$ cat src/rtl/accum_window_walker_pkg.sv
// Codebase-wide configuration constants shared by the TileAccumUnit blocks.
package TauCfg;
   localparam int unsigned WORK_BW = 16;
   localparam int unsigned VDIM    = 2;
endpackage

$ cat src/rtl/accum_window_walker_counter.sv
// N-dimensional row-major window counter: holds the current coordinate and
// advances it with per-dimension wrap and carry. Stride port under ACCUM_WALKER_STRIDE_EN.
module nd_window_counter #(
   parameter int unsigned BW  = TauCfg::WORK_BW,
   parameter int unsigned DIM = TauCfg::VDIM
) (
   input  logic                   i_clk,
   input  logic                   i_rst_n,
   input  logic                   i_load,
   input  logic [DIM-1:0][BW-1:0] i_load_val,
   input  logic                   i_adv,
   input  logic [DIM-1:0][BW-1:0] i_beg,
   input  logic [DIM-1:0][BW-1:0] i_end,
`ifdef ACCUM_WALKER_STRIDE_EN
   input  logic [DIM-1:0][BW-1:0] i_step,
`endif
   output logic [DIM-1:0][BW-1:0] o_coord,
   output logic                   o_wrap_all
);

   logic [DIM-1:0][BW-1:0] coord_q, coord_d;
   logic [DIM-1:0][BW:0]   nxt;
   logic [DIM-1:0]         wrap;
   logic [DIM-1:0]         carry;

   always_comb begin
      nxt     = '0;
      wrap    = '0;
      carry   = '0;
      coord_d = coord_q;
      for (int unsigned d = 0; d < DIM; d++) begin
`ifdef ACCUM_WALKER_STRIDE_EN
         nxt[d] = {1'b0, coord_q[d]} + {1'b0, i_step[d]};
`else
         nxt[d] = {1'b0, coord_q[d]} + {{BW{1'b0}}, 1'b1};
`endif
         // BW+1 bit compare so a carry-out past 2^BW also counts as a wrap
         wrap[d] = (nxt[d] >= {1'b0, i_end[d]});
      end
      carry[DIM-1] = 1'b1;
      for (int unsigned d = DIM-1; d > 0; d--) begin
         carry[d-1] = carry[d] & wrap[d];
      end
      if (i_load) begin
         coord_d = i_load_val;
      end else if (i_adv) begin
         for (int unsigned d = 0; d < DIM; d++) begin
            if (carry[d]) begin
               coord_d[d] = wrap[d] ? i_beg[d] : nxt[d][BW-1:0];
            end
         end
      end
   end

   always_ff @(posedge i_clk or negedge i_rst_n) begin
      if (!i_rst_n) begin
         coord_q <= '0;
      end else begin
         coord_q <= coord_d;
      end
   end

   assign o_coord    = coord_q;
   assign o_wrap_all = &wrap;

endmodule

$ cat src/rtl/accum_window_walker.sv
// Accepts block descriptors and walks each accumulation window point by point.
// Optional per-dimension stride port enabled by ACCUM_WALKER_STRIDE_EN.
module accum_window_walker #(
   parameter int unsigned BW  = TauCfg::WORK_BW,
   parameter int unsigned DIM = TauCfg::VDIM
) (
   input  logic                   i_clk,
   input  logic                   i_rst_n,
   input  logic                   src_rdy,
   output logic                   src_ack,
   input  logic [DIM-1:0][BW-1:0] i_bofs,
   input  logic [DIM-1:0][BW-1:0] i_aofs_beg,
   input  logic [DIM-1:0][BW-1:0] i_aofs_end,
`ifdef ACCUM_WALKER_STRIDE_EN
   input  logic [DIM-1:0][BW-1:0] i_astep,
`endif
   input  logic                   i_islast,
   output logic                   dst_rdy,
   input  logic                   dst_ack,
   output logic [DIM-1:0][BW-1:0] o_bofs,
   output logic [DIM-1:0][BW-1:0] o_aofs,
   output logic [DIM-1:0][BW-1:0] o_pos,
   output logic                   o_lastpt,
   output logic                   blkdone_dval,
   output logic                   alldone_dval
);

   typedef enum logic {IDLE, RUN} state_e;

   state_e                 state_q, state_d;
   logic [DIM-1:0][BW-1:0] bofs_q, bofs_d;
   logic [DIM-1:0][BW-1:0] beg_q, beg_d;
   logic [DIM-1:0][BW-1:0] end_q, end_d;
   logic                   islast_q, islast_d;
`ifdef ACCUM_WALKER_STRIDE_EN
   logic [DIM-1:0][BW-1:0] step_q, step_d;
`endif

   logic accept, empty, adv, wrap_all;

   always_comb begin
      empty = 1'b0;
      for (int unsigned d = 0; d < DIM; d++) begin
         if (i_aofs_beg[d] >= i_aofs_end[d]) empty = 1'b1;
      end
   end

   always_comb begin
      state_d      = state_q;
      bofs_d       = bofs_q;
      beg_d        = beg_q;
      end_d        = end_q;
      islast_d     = islast_q;
      accept       = 1'b0;
      adv          = 1'b0;
      src_ack      = 1'b0;
      dst_rdy      = 1'b0;
      o_lastpt     = 1'b0;
      blkdone_dval = 1'b0;
      alldone_dval = 1'b0;
`ifdef ACCUM_WALKER_STRIDE_EN
      step_d       = step_q;
`endif
      case (state_q)
         IDLE: begin
            accept  = src_rdy;
            src_ack = src_rdy;
            if (accept) begin
               bofs_d   = i_bofs;
               beg_d    = i_aofs_beg;
               end_d    = i_aofs_end;
               islast_d = i_islast;
`ifdef ACCUM_WALKER_STRIDE_EN
               for (int unsigned d = 0; d < DIM; d++) begin
                  step_d[d] = (i_astep[d] == '0) ? {{(BW-1){1'b0}}, 1'b1} : i_astep[d];
               end
`endif
               // Empty windows complete in the accept cycle and never enter RUN
               if (empty) begin
                  blkdone_dval = 1'b1;
                  alldone_dval = i_islast;
               end else begin
                  state_d = RUN;
               end
            end
         end
         RUN: begin
            dst_rdy  = 1'b1;
            o_lastpt = wrap_all;
            adv      = dst_ack;
            if (dst_ack && wrap_all) begin
               blkdone_dval = 1'b1;
               alldone_dval = islast_q;
               state_d      = IDLE;
            end
         end
         default: state_d = IDLE;
      endcase
   end

   always_ff @(posedge i_clk or negedge i_rst_n) begin
      if (!i_rst_n) begin
         state_q  <= IDLE;
         bofs_q   <= '0;
         beg_q    <= '0;
         end_q    <= '0;
         islast_q <= 1'b0;
`ifdef ACCUM_WALKER_STRIDE_EN
         step_q   <= '0;
`endif
      end else begin
         state_q  <= state_d;
         bofs_q   <= bofs_d;
         beg_q    <= beg_d;
         end_q    <= end_d;
         islast_q <= islast_d;
`ifdef ACCUM_WALKER_STRIDE_EN
         step_q   <= step_d;
`endif
      end
   end

   nd_window_counter #(
      .BW  (BW),
      .DIM (DIM)
   ) u_counter (
      .i_clk      (i_clk),
      .i_rst_n    (i_rst_n),
      .i_load     (accept),
      .i_load_val (i_aofs_beg),
      .i_adv      (adv),
      .i_beg      (beg_q),
      .i_end      (end_q),
`ifdef ACCUM_WALKER_STRIDE_EN
      .i_step     (step_q),
`endif
      .o_coord    (o_aofs),
      .o_wrap_all (wrap_all)
   );

   always_comb begin
      o_bofs = bofs_q;
      for (int unsigned d = 0; d < DIM; d++) begin
         o_pos[d] = bofs_q[d] + o_aofs[d];
      end
   end

endmodule
$ cat config.mk
export PLATFORM = sky130hd
export DESIGN_NAME = accum_window_walker
export DESIGN_NICKNAME = d
export VERILOG_FILES = /design/src/rtl/accum_window_walker_pkg.sv /design/src/rtl/accum_window_walker_counter.sv /design/src/rtl/accum_window_walker.sv
export SDC_FILE = /design/constraint.sdc
export NUM_CORES = 1
export LEC_CHECK = 0
export CORE_MARGIN = 2
export CORE_UTILIZATION = 30
export CTS_BUF_LIST = sky130_fd_sc_hd__clkbuf_16
export CTS_CLUSTER_DIAMETER = 60
export DETAILED_ROUTE_END_ITERATION = 10
export PLACE_DENSITY_LB_ADDON = 0.25
export SYNTH_ARGS = -nofsm -noshare
export SYNTH_HDL_FRONTEND = slang
export SYNTH_SLANG_ARGS = --single-unit
export TNS_END_PERCENT = 10
$ cat constraint.sdc
create_clock -name i_clk -period 4 [get_ports i_clk]
set_input_delay 0.8 -clock i_clk [delete_from_list [all_inputs] [get_ports i_clk]]
set_output_delay 0.8 -clock i_clk [all_outputs]
set_load 0.02 [all_outputs]
# Word-level counts from Yosys, hierarchy flattened
# Index checks and enable logic that the tools add are counted.
[totals]
regBits = 130
wordCells = 48
[classes]
n_addsub = 4
magnitude_cmp = 4
n_mux = 23
n_bitwise = 1
n_reduce_logical = 6
[ops]
columns = ["op", "n"]
rows = [
  ["32-bit two-way mux", 2],
  ["16-bit two-way mux", 3],
  ["16-bit by 1-bit adder with 17-bit output, second input constant", 2],
  ["17-bit by 16-bit >= comparator with 1-bit output", 2],
  ["16-bit adder", 2],
  ["16-bit >= comparator", 2],
  ["1-bit two-way mux", 15],
  ["1-bit one-hot mux with 2 select lines", 3],
  ["2-bit AND reduction", 3],
  ["2-bit nonzero test", 2],
  ["1-bit logical AND", 1],
  ["1-bit inverter", 1],
]

# Logic depth before layout (Yosys ltp)
# Gate-level depths: netlist of run 1.
[logic_depth]
depth_word = 6
ltp_mapped = 14

# By module
# Synthesis of run 1 repeated with hierarchy kept, for this count alone.
[unflattened]
hier_cells = 1089
area_unflattened_um2 = 9292.7
[by_module_without_submodules]
columns = ["mod", "n_inst", "cells_each", "area_per_inst_um2"]
rows = [
  ["accum_window_walker", 1, 708, 5944.5],
  ["nd_window_counter", 1, 381, 3348.2],
]

# Worst setup path before layout of run 1
# Ideal clock, no wire load.
[synth_path]
kind = "register to output"
from = "register u_counter.coord_q, in the netlist u_counter.o_coord[18]"
to = "output port alldone_dval"
arrival_time_ps = 3305
required_time_ps = 3200
setup_slack_ps = -105
stages_incl_launch_ff = 14
path_buffers = 1
cell_sequence = "dfrtp_1 > and2_2 > and4_1 > nand4_1 > nor2_1 > xor2_1 > ha_1 > nand4_1 > nor4_1 > a21oi_1 > o41ai_4 > a21oi_2 > buf_4 > o32ai_1"
[synth_between]
elab_chain_cells = 6
[synth_lines]
columns = ["element", "line", "text"]
rows = [
  ["from (decl)", "accum_window_walker_counter.sv:21", "logic [DIM-1:0][BW-1:0] coord_q, coord_d;"],
  ["from (signal assigned)", "accum_window_walker_counter.sv:59", "coord_q <= coord_d;"],
  ["16-bit by 1-bit adder with 17-bit output", "accum_window_walker_counter.sv:35", "nxt[d] = {1'b0, coord_q[d]} + {{BW{1'b0}}, 1'b1};"],
  ["17-bit by 16-bit >= comparator with 1-bit output", "accum_window_walker_counter.sv:38", "wrap[d] = (nxt[d] >= {1'b0, i_end[d]});"],
  ["2-bit AND reduction", "accum_window_walker_counter.sv:64", "assign o_wrap_all = &wrap;"],
  ["1-bit logical AND", "accum_window_walker.sv:91", "if (dst_ack && wrap_all) begin"],
  ["1-bit two-way mux", "accum_window_walker.sv:91", ""],
  ["1-bit one-hot mux with 2 select lines", "accum_window_walker.sv:64", "case (state_q)"],
  ["to (decl)", "accum_window_walker.sv:25", "output logic alldone_dval"],
]
# Every way passes these cells.

# Final worst setup path of run 1
# Ends and elaborated chain as after synthesis.

==> results.md, run 1 <==
* Critical Path AT at 3.24 ns
* Async set-or-reset flop fraction in the synthesized netlist at 100%
* Total track usage at 19.0%
* Delay-heaviest family, CP: simple AND/OR/NAND/NOR gates
* H-tree levels at 4
* WL per Instance at 16.9 um
* Crit-path max cell delay at 0.34 ns
* Final net count at 1,490
* TritonCTS Buffers at 17
* Drt total wl at 28,600 um
* Critical path class: register to output port
* Clock Tree Buf Depth at 2
* Mapped Cells at 1,002
* Min-delay worst type: input port to asynchronous set/reset pin
* Max Clock Skew at 0.0121 ns
* Via density per instance at 4.81
* Violated checks: setup timing
* Final hold viol count at 0
* Post-synth EDFFs at 0
* Filler-free cell count of the finished design at 1,688
* First-pass GRT wire length at 44,800 um
* Maximum VDD drop at 0.504 mV
* Die area at 30,400 sq um
* RSZ-0062 raised after global routing: true
* Worst Path Required at 3.20 ns
* Clock-pin slew on the worst setup and hold paths at 0.06 ns
* Fmax at 248 MHz
* Initial antenna violation count at 0
* Tcrit/Tclk final at 101%
* Core Util, Final at 43.8%
* Worst-Margin Slew at 1.09 ns
* Vias in the first global route at 8,130
* Power density over cell area at 977 nW/um^2
* Worst-skew pair later-pin latency at 0.43 ns
* CP Capture Type: output port
* Max Transition Viols Final at 0
* Placed cell count at 1,651
* Tmin final at 4.04 ns
* Max_slew headroom at 27.3%
* PortBufs at 201
* Detailed-route DRC error count at 0
* GR Overflow Total at 0
* Sequential fraction of the synthesis area at 37.3%
* Die extent in y at 174 um
* Layout cells sized above 1 at 14.0%
* Number of setup violations in the final report at 3
* CP Launch Type: register
* Routed Antenna Nets at 0
* Avg Cell Area, Syn at 8.70 sq um
* Syn-to-layout area delta at 43.9%
* CTS sink cnt at 130
* Crit-path slowest cell: dfrtp_1
* Dpl hpwl at 21,300 um
* Worst Path Buf+Inv at 2
* YS warnings at 0
* Starting Density at 30.4%
* TritonCTS clock tree: built
* Via count at 8,124
* Yosys reg bits at 130
* DR pass1 iterations at 6
* Starting DRT DRC Count at 404
* Placer Congestion at 0.834
* Netlist cell types at 61
* Maxcap violations at 0
* Syn Nets at 1,201
* Fin worst setup slack at -0.0352 ns
* Core Footprint at 28,600 sq um
* Die width at 174 um
* Post-Syn Area at 8720 sq um
* Crit path cell chain: and2_2 -> and4_4 -> nand4_1 -> buf_4 -> xnor2_1 -> ha_1 -> nand4_1 -> nor4_2 -> a21oi_1 -> nand3_1 -> a21oi_4 -> o32ai_2 -> buf_4
* Largest net degree at the start of global routing at 107
* Outcome: finished with violations
* Io pins at 202
* CTS root buf: clkbuf_16
* Dominant synthesized flop cell: dfrtp_1
* Row count at 62
* Critical Path Fanout Max at 5
* Leak pwr at 6.09 nW
* Antenna cells at 0
* Post-route setup TNS at -0.0749 ns
state kept, by name, summed over array words and instances (netlist names):
signal / count
o_bofs: 32
u_counter.o_coord: 32
islast_q: 1
beg_q: 32
state_q: 1
end_q: 32
power by group:
| part | switching [mW] | internal, mW | leakage (nW) |
|---|---|---|---|
| Sequential | 0.399 | 1.95 | 1.60 |
| Clock | 0.665 | 0.988 | 0.296 |
| Combinational | 4.52 | 3.74 | 4.19 |
| Total | 5.58 | 6.68 | 6.09 |
synth_stat cells, types with 9 or more instances:
cell      instances  area (sq um)
a21o_1           13          97.6
nor2_1           28           105
xor2_1           13           114
inv_1            77           289
dfrtp_1         130          3250
nor3_1           17          85.1
xnor2_1          43           377
nand4_1          10          62.6
o21ai_0          57           285
ha_1             96          1200
o21a_1           16           120
a221o_1           9          90.1
and3_1            9          56.3
o21ai_1          22           110
a21oi_1          37           185
mux2i_1          30           300
nand3_1          18          90.1
a22oi_1          14           105
clkbuf_1         25          93.8
nand2_1         252           946
logic make-up after synthesis:
group / synth area share [%]
AOI/OAI and AO/OA: 15.3
DFF: 37.3
adders and majority gates: 14.2
xor gates and xnor gates: 5.63
muxes: 4.35
and+or+nand+nor: 17.9
buffers and inverters: 5.25
layer usage:
metal / up-vias / track usage, % / share of wire [%]
met5: - / 0 / 0
met3: 25 / 3.17 / 4.3
li1: 4030 / - / -
met2: 211 / 33.6 / 49
met1: 3858 / 23.9 / 45
met4: 0 / 5.04 / 1.5
final timing paths:
path	endpoint	slack, ns	from	cells after the start
max in group asynchronous	o_bofs[20]$_DFFE_PN0P_	2.55	i_rst_n	2
setup / recovery	alldone_dval	-0.04	u_counter.o_coord[18]$_DFFE_PN0P_	13
hold reg to reg	beg_q[10]$_DFFE_PN0P_	0.47	beg_q[10]$_DFFE_PN0P_	2
setup reg to reg	u_counter.o_coord[13]$_DFFE_PN0P_	0.60	u_counter.o_coord[3]$_DFFE_PN0P_	16
min in group i_clk	beg_q[10]$_DFFE_PN0P_	0.47	beg_q[10]$_DFFE_PN0P_	2
hold / removal	o_bofs[12]$_DFFE_PN0P_	0.47	i_rst_n	1
stage by stage:
step	power (mW)	hold slack [ns]	setup WS, ns	instance area, sq um
after CTS	12.3	0.470	-0.187	12500
after global routing	13.1	0.492	-0.192	12500
after global placement	10.5	0.448	-0.602	11800
final	12.3	0.467	-0.0352	12500
after floorplan	7.20	0.438	0.0887	8720
after detailed placement	10.6	0.456	-0.586	11800
placed cells by master, fill, tap and decap left out, types with 8 or more instances in the layout:
cell type        instances
mux2i_1                 30
a22oi_1                 14
nand4_1                 10
xor2_1                  12
buf_4                  106
o21a_1                  16
clkdlybuf4s50_1        183
o21ai_0                 56
clkbuf_16               17
a21o_1                  13
nor2_1                  24
nand3_1                 18
dfrtp_1                129
nand2_1                252
o21ai_1                 23
a21oi_1                 35
ha_1                    95
a221o_1                  9
and3_1                   8
nor3_1                  17
inv_1                   78
xnor2_1                 43
what timing repair did:
| action | CTS | global route |
|---|---|---|
| endpoints found under the setup margin | 13 | 14 |
| resized for setup | 32 | 32 |
| cloned | 0 | 0 |
| buffers inserted | 3 | 2 |
| pin swaps | 9 | 13 |
| hold buffers | 0 | 0 |
cell type report:
| cell class | instances | area [sq um] |
|---|---|---|
| well taps | 384 | 480 |
| clock inverters | 15 | 184 |
| inverters | 78 | 295 |
| flip-flops and latches | 130 | 3250 |
| clock buffers | 17 | 425 |
| fillers | 2817 | 16100 |
| repair buffers | 305 | 2780 |
| multi-input cells | 759 | 5130 |
No activity file was read; power rests on OpenSTA's default activity.
==> inputs of run 2 (changes only) <==
DONT_BUFFER_PORTS = 1   (was not set)
GPL_ROUTABILITY_DRIVEN = 0   (was not set)
==> run 2 against run 1 <==
Net effect:
- the run still ends with setup timing left
- clock power fell by 5%
- maximum frequency rose by 0.53%
- die area did not move
- highest routed layer unchanged
==> results.md, run 2 (synthesis gave the netlist of run 1 again) <==
* Worst-skew pair later-pin latency at 0.43 ns (about the same)
* Fin worst setup slack at -0.0138 ns (+0.0213 ns)
* PortBufs at 0 (-100%)
* Most common cell after layout, fill and taps aside: nand2_1
* Total track usage at 17.7% (-1.3 points)
* Worst Path Required at 3.20 ns (about the same)
* Critical Path AT at 3.21 ns (-0.03 ns)
* GR Util met1 at 22.8% (-1.1 points)
* Io pins at 202 (unchanged)
* Via count at 7,244 (-11%)
* Syn-to-layout area delta at 17.2%
* Final net count at 1,239 (-17%)
* Violated checks: setup timing
* Maximum VDD drop at 0.408 mV (-19%)
* Critical path class: register to output port
* Most frequent cells in the layout: 252 x nand2_1, 128 x dfrtp_1, 92 x ha_1
* RR Endpoint: u_counter.o_coord[7]$_DFFE_PN0P_
* Number of setup violations in the final report at 1 (-2)
* Maxcap violations at 0 (unchanged)
* Worst-Margin Slew at 0.802 ns (-0.288 ns)
* Max_slew headroom at 46.5% (+19 points)
* Vias in the first global route at 7,358 (-9.5%)
* H-tree levels at 4 (unchanged)
* Die width at 174 um (unchanged)
* Starting Density at 30.4% (unchanged)
* CTS sink cnt at 130 (unchanged)
* Drt total wl at 26,600 um (-7.0%)
* Starting DRT DRC Count at 395 (-2.2%)
* Tcrit/Tclk final at 100% (-0.53 points)
* CP Launch Type: register
* Reg2reg setup slack at 0.52 ns (-0.08 ns)
* Via density per instance at 5.04 (+4.7%)
* Met3 Use GR at 4.11% (+0.94 points)
* Post-route setup TNS at -0.0138 ns (+0.0610 ns)
* WL per Instance at 18.5 um (+9.2%)
* Antenna cells at 0 (unchanged)
* Core Util, Final at 35.7% (-8.1 points)
* Layout cells sized above 1 at 11.9% (-2.1 points)
* Die area at 30,400 sq um (unchanged)
* Clock Tree Buf Depth at 2 (unchanged)
* CP Capture Type: output port
* Core Footprint at 28,600 sq um (unchanged)
* Most Crowded Layer GR: met2
* Initial antenna violation count at 0 (unchanged)
* TritonCTS clock tree: built
* Max Clock Skew at 0.0175 ns (+0.00542 ns)
* Final hold slack at 0.0605 ns (-0.406 ns)
* Final hold viol count at 0 (unchanged)
* Total Power at 10.5 mW (-14%)
* Largest net degree at the start of global routing at 160 (+50%)
* Fmax at 249 MHz (+0.53%)
* Cells on worst reg2reg path at 16 (unchanged)
* Critical Path Fanout Max at 5 (unchanged)
* Detailed-route DRC error count at 0 (unchanged)
* Power density over cell area at 1030 nW/um^2 (+5.4%)
* Die extent in y at 174 um (unchanged)
* Routed Antenna Nets at 0 (unchanged)
* Min-delay worst type: input port to asynchronous set/reset pin
* First-pass GRT wire length at 42,100 um (-6.1%)
* RSZ-0062 raised after global routing: true
* DR pass1 iterations at 7 (+1)
* TritonCTS Buffers at 17 (unchanged)
* Clock-pin slew on the worst setup and hold paths at 0.07 ns (about the same)
* Outcome: finished with violations
* Max Transition Viols Final at 0 (unchanged)
* Leak pwr at 5.01 nW (-18%)
* Row count at 62 (unchanged)
* CTS root buf: clkbuf_16
* GR Overflow Total at 0 (unchanged)
* Dpl hpwl at 19,700 um (-7.4%)
* Tmin final at 4.01 ns (-0.0213 ns)
* R2R Path Start: u_counter.o_coord[17]$_DFFE_PN0P_
* Met2 Resource Use GR at 29.9% (-3.7 points)
## run 2: cell types whose count changed in the layout (fill, tap and decap cells not counted), sizes merged
cell / before / now
buf: 108 / 54
bufinv: 3 / 1
clkbuf: 20 / 17
clkdlybuf4s15: 3 / 0
clkdlybuf4s50: 183 / 0
clkinv: 6 / 2
clkinvlp: 2 / 3
dlygate4sd2: 3 / 0
dlymetal6s2s: 5 / 0
inv: 82 / 87
## run 2: repair_timing
item                       4_1_cts  5_1_grt
cloned                           0        0
buffers inserted                 1       10
hold buffers                     0        0
resized for setup               14       23
setup endpoints to repair        5        6
pin swaps                        8       16
## run 2: power breakdown
part           leakage (nW)  switching, mW  internal (mW)  total, mW
Sequential             1.60          0.665           1.95       2.61
Clock                 0.277          0.692          0.876       1.57
Combinational          3.13           3.97           2.37       6.34
Total                  5.01           5.33           5.20       10.5
## run 2: per-stage QoR
| stage | instance area [sq um] | setup slack [ns] | std cells |
|---|---|---|---|
| floorplan | 8720 | 0.0887 | 1002 |
| global placement | 9390 | 0.232 | 1394 |
| detailed placement | 9390 | 0.152 | 1394 |
| CTS | 10000 | -0.00669 | 1427 |
| global route | 10200 | -0.176 | 1437 |
| finish | 10200 | -0.0138 | 1437 |
## run 2: worst max-delay path by stage
stage | from | depth (start not counted) | endpoint | slack, ns
after floorplan | u_counter.o_coord[18]$_DFFE_PN0P_ | 13 | alldone_dval | 0.09
after global placement | u_counter.o_coord[16]$_DFFE_PN0P_ | 12 | alldone_dval | 0.23
after detailed placement | u_counter.o_coord[17]$_DFFE_PN0P_ | 12 | alldone_dval | 0.15
after CTS | u_counter.o_coord[16]$_DFFE_PN0P_ | 11 | o_pos[30] | -0.007
after global routing | u_counter.o_coord[17]$_DFFE_PN0P_ | 13 | alldone_dval | -0.18
final | u_counter.o_coord[17]$_DFFE_PN0P_ | 13 | alldone_dval | -0.01
## run 2: final cells by class
cell class / instances / area (sq um)
Timing Repair Buffer: 54 / 429
Fill cell: 2969 / 18400
Sequential cell: 130 / 3260
Tap cell: 384 / 480
Clock inverter: 15 / 149
Multi-Input combinational cell: 759 / 5180
Clock buffer: 17 / 425
Inverter: 78 / 295
## run 2: layer usage
layer / up-vias / part of all wire, %
li1: 3518 / -
met3: 22 / 6.0
met1: 3510 / 45
met2: 194 / 48
met5: - / 0
met4: 0 / 1.3
## run 2: worst max-delay path, cell delays in order (launching register included)
cell     delay [ns]
dfrtp_1        0.38
buf_4          0.13
ha_4           0.14
nand3_4        0.10
nor2_4         0.13
nand4_1        0.12
xnor2_1        0.19
ha_1           0.33
nand4_1        0.19
nor4_4         0.30
a21oi_1        0.12
nand3_1        0.15
a21oi_4        0.11
o32ai_4        0.39
==> inputs of run 3 (changes only) <==
CAP_MARGIN = 30   (was not set)
==> results of run 3 <==
The final DEF is identical to that of run 2; final timing and power are the same.
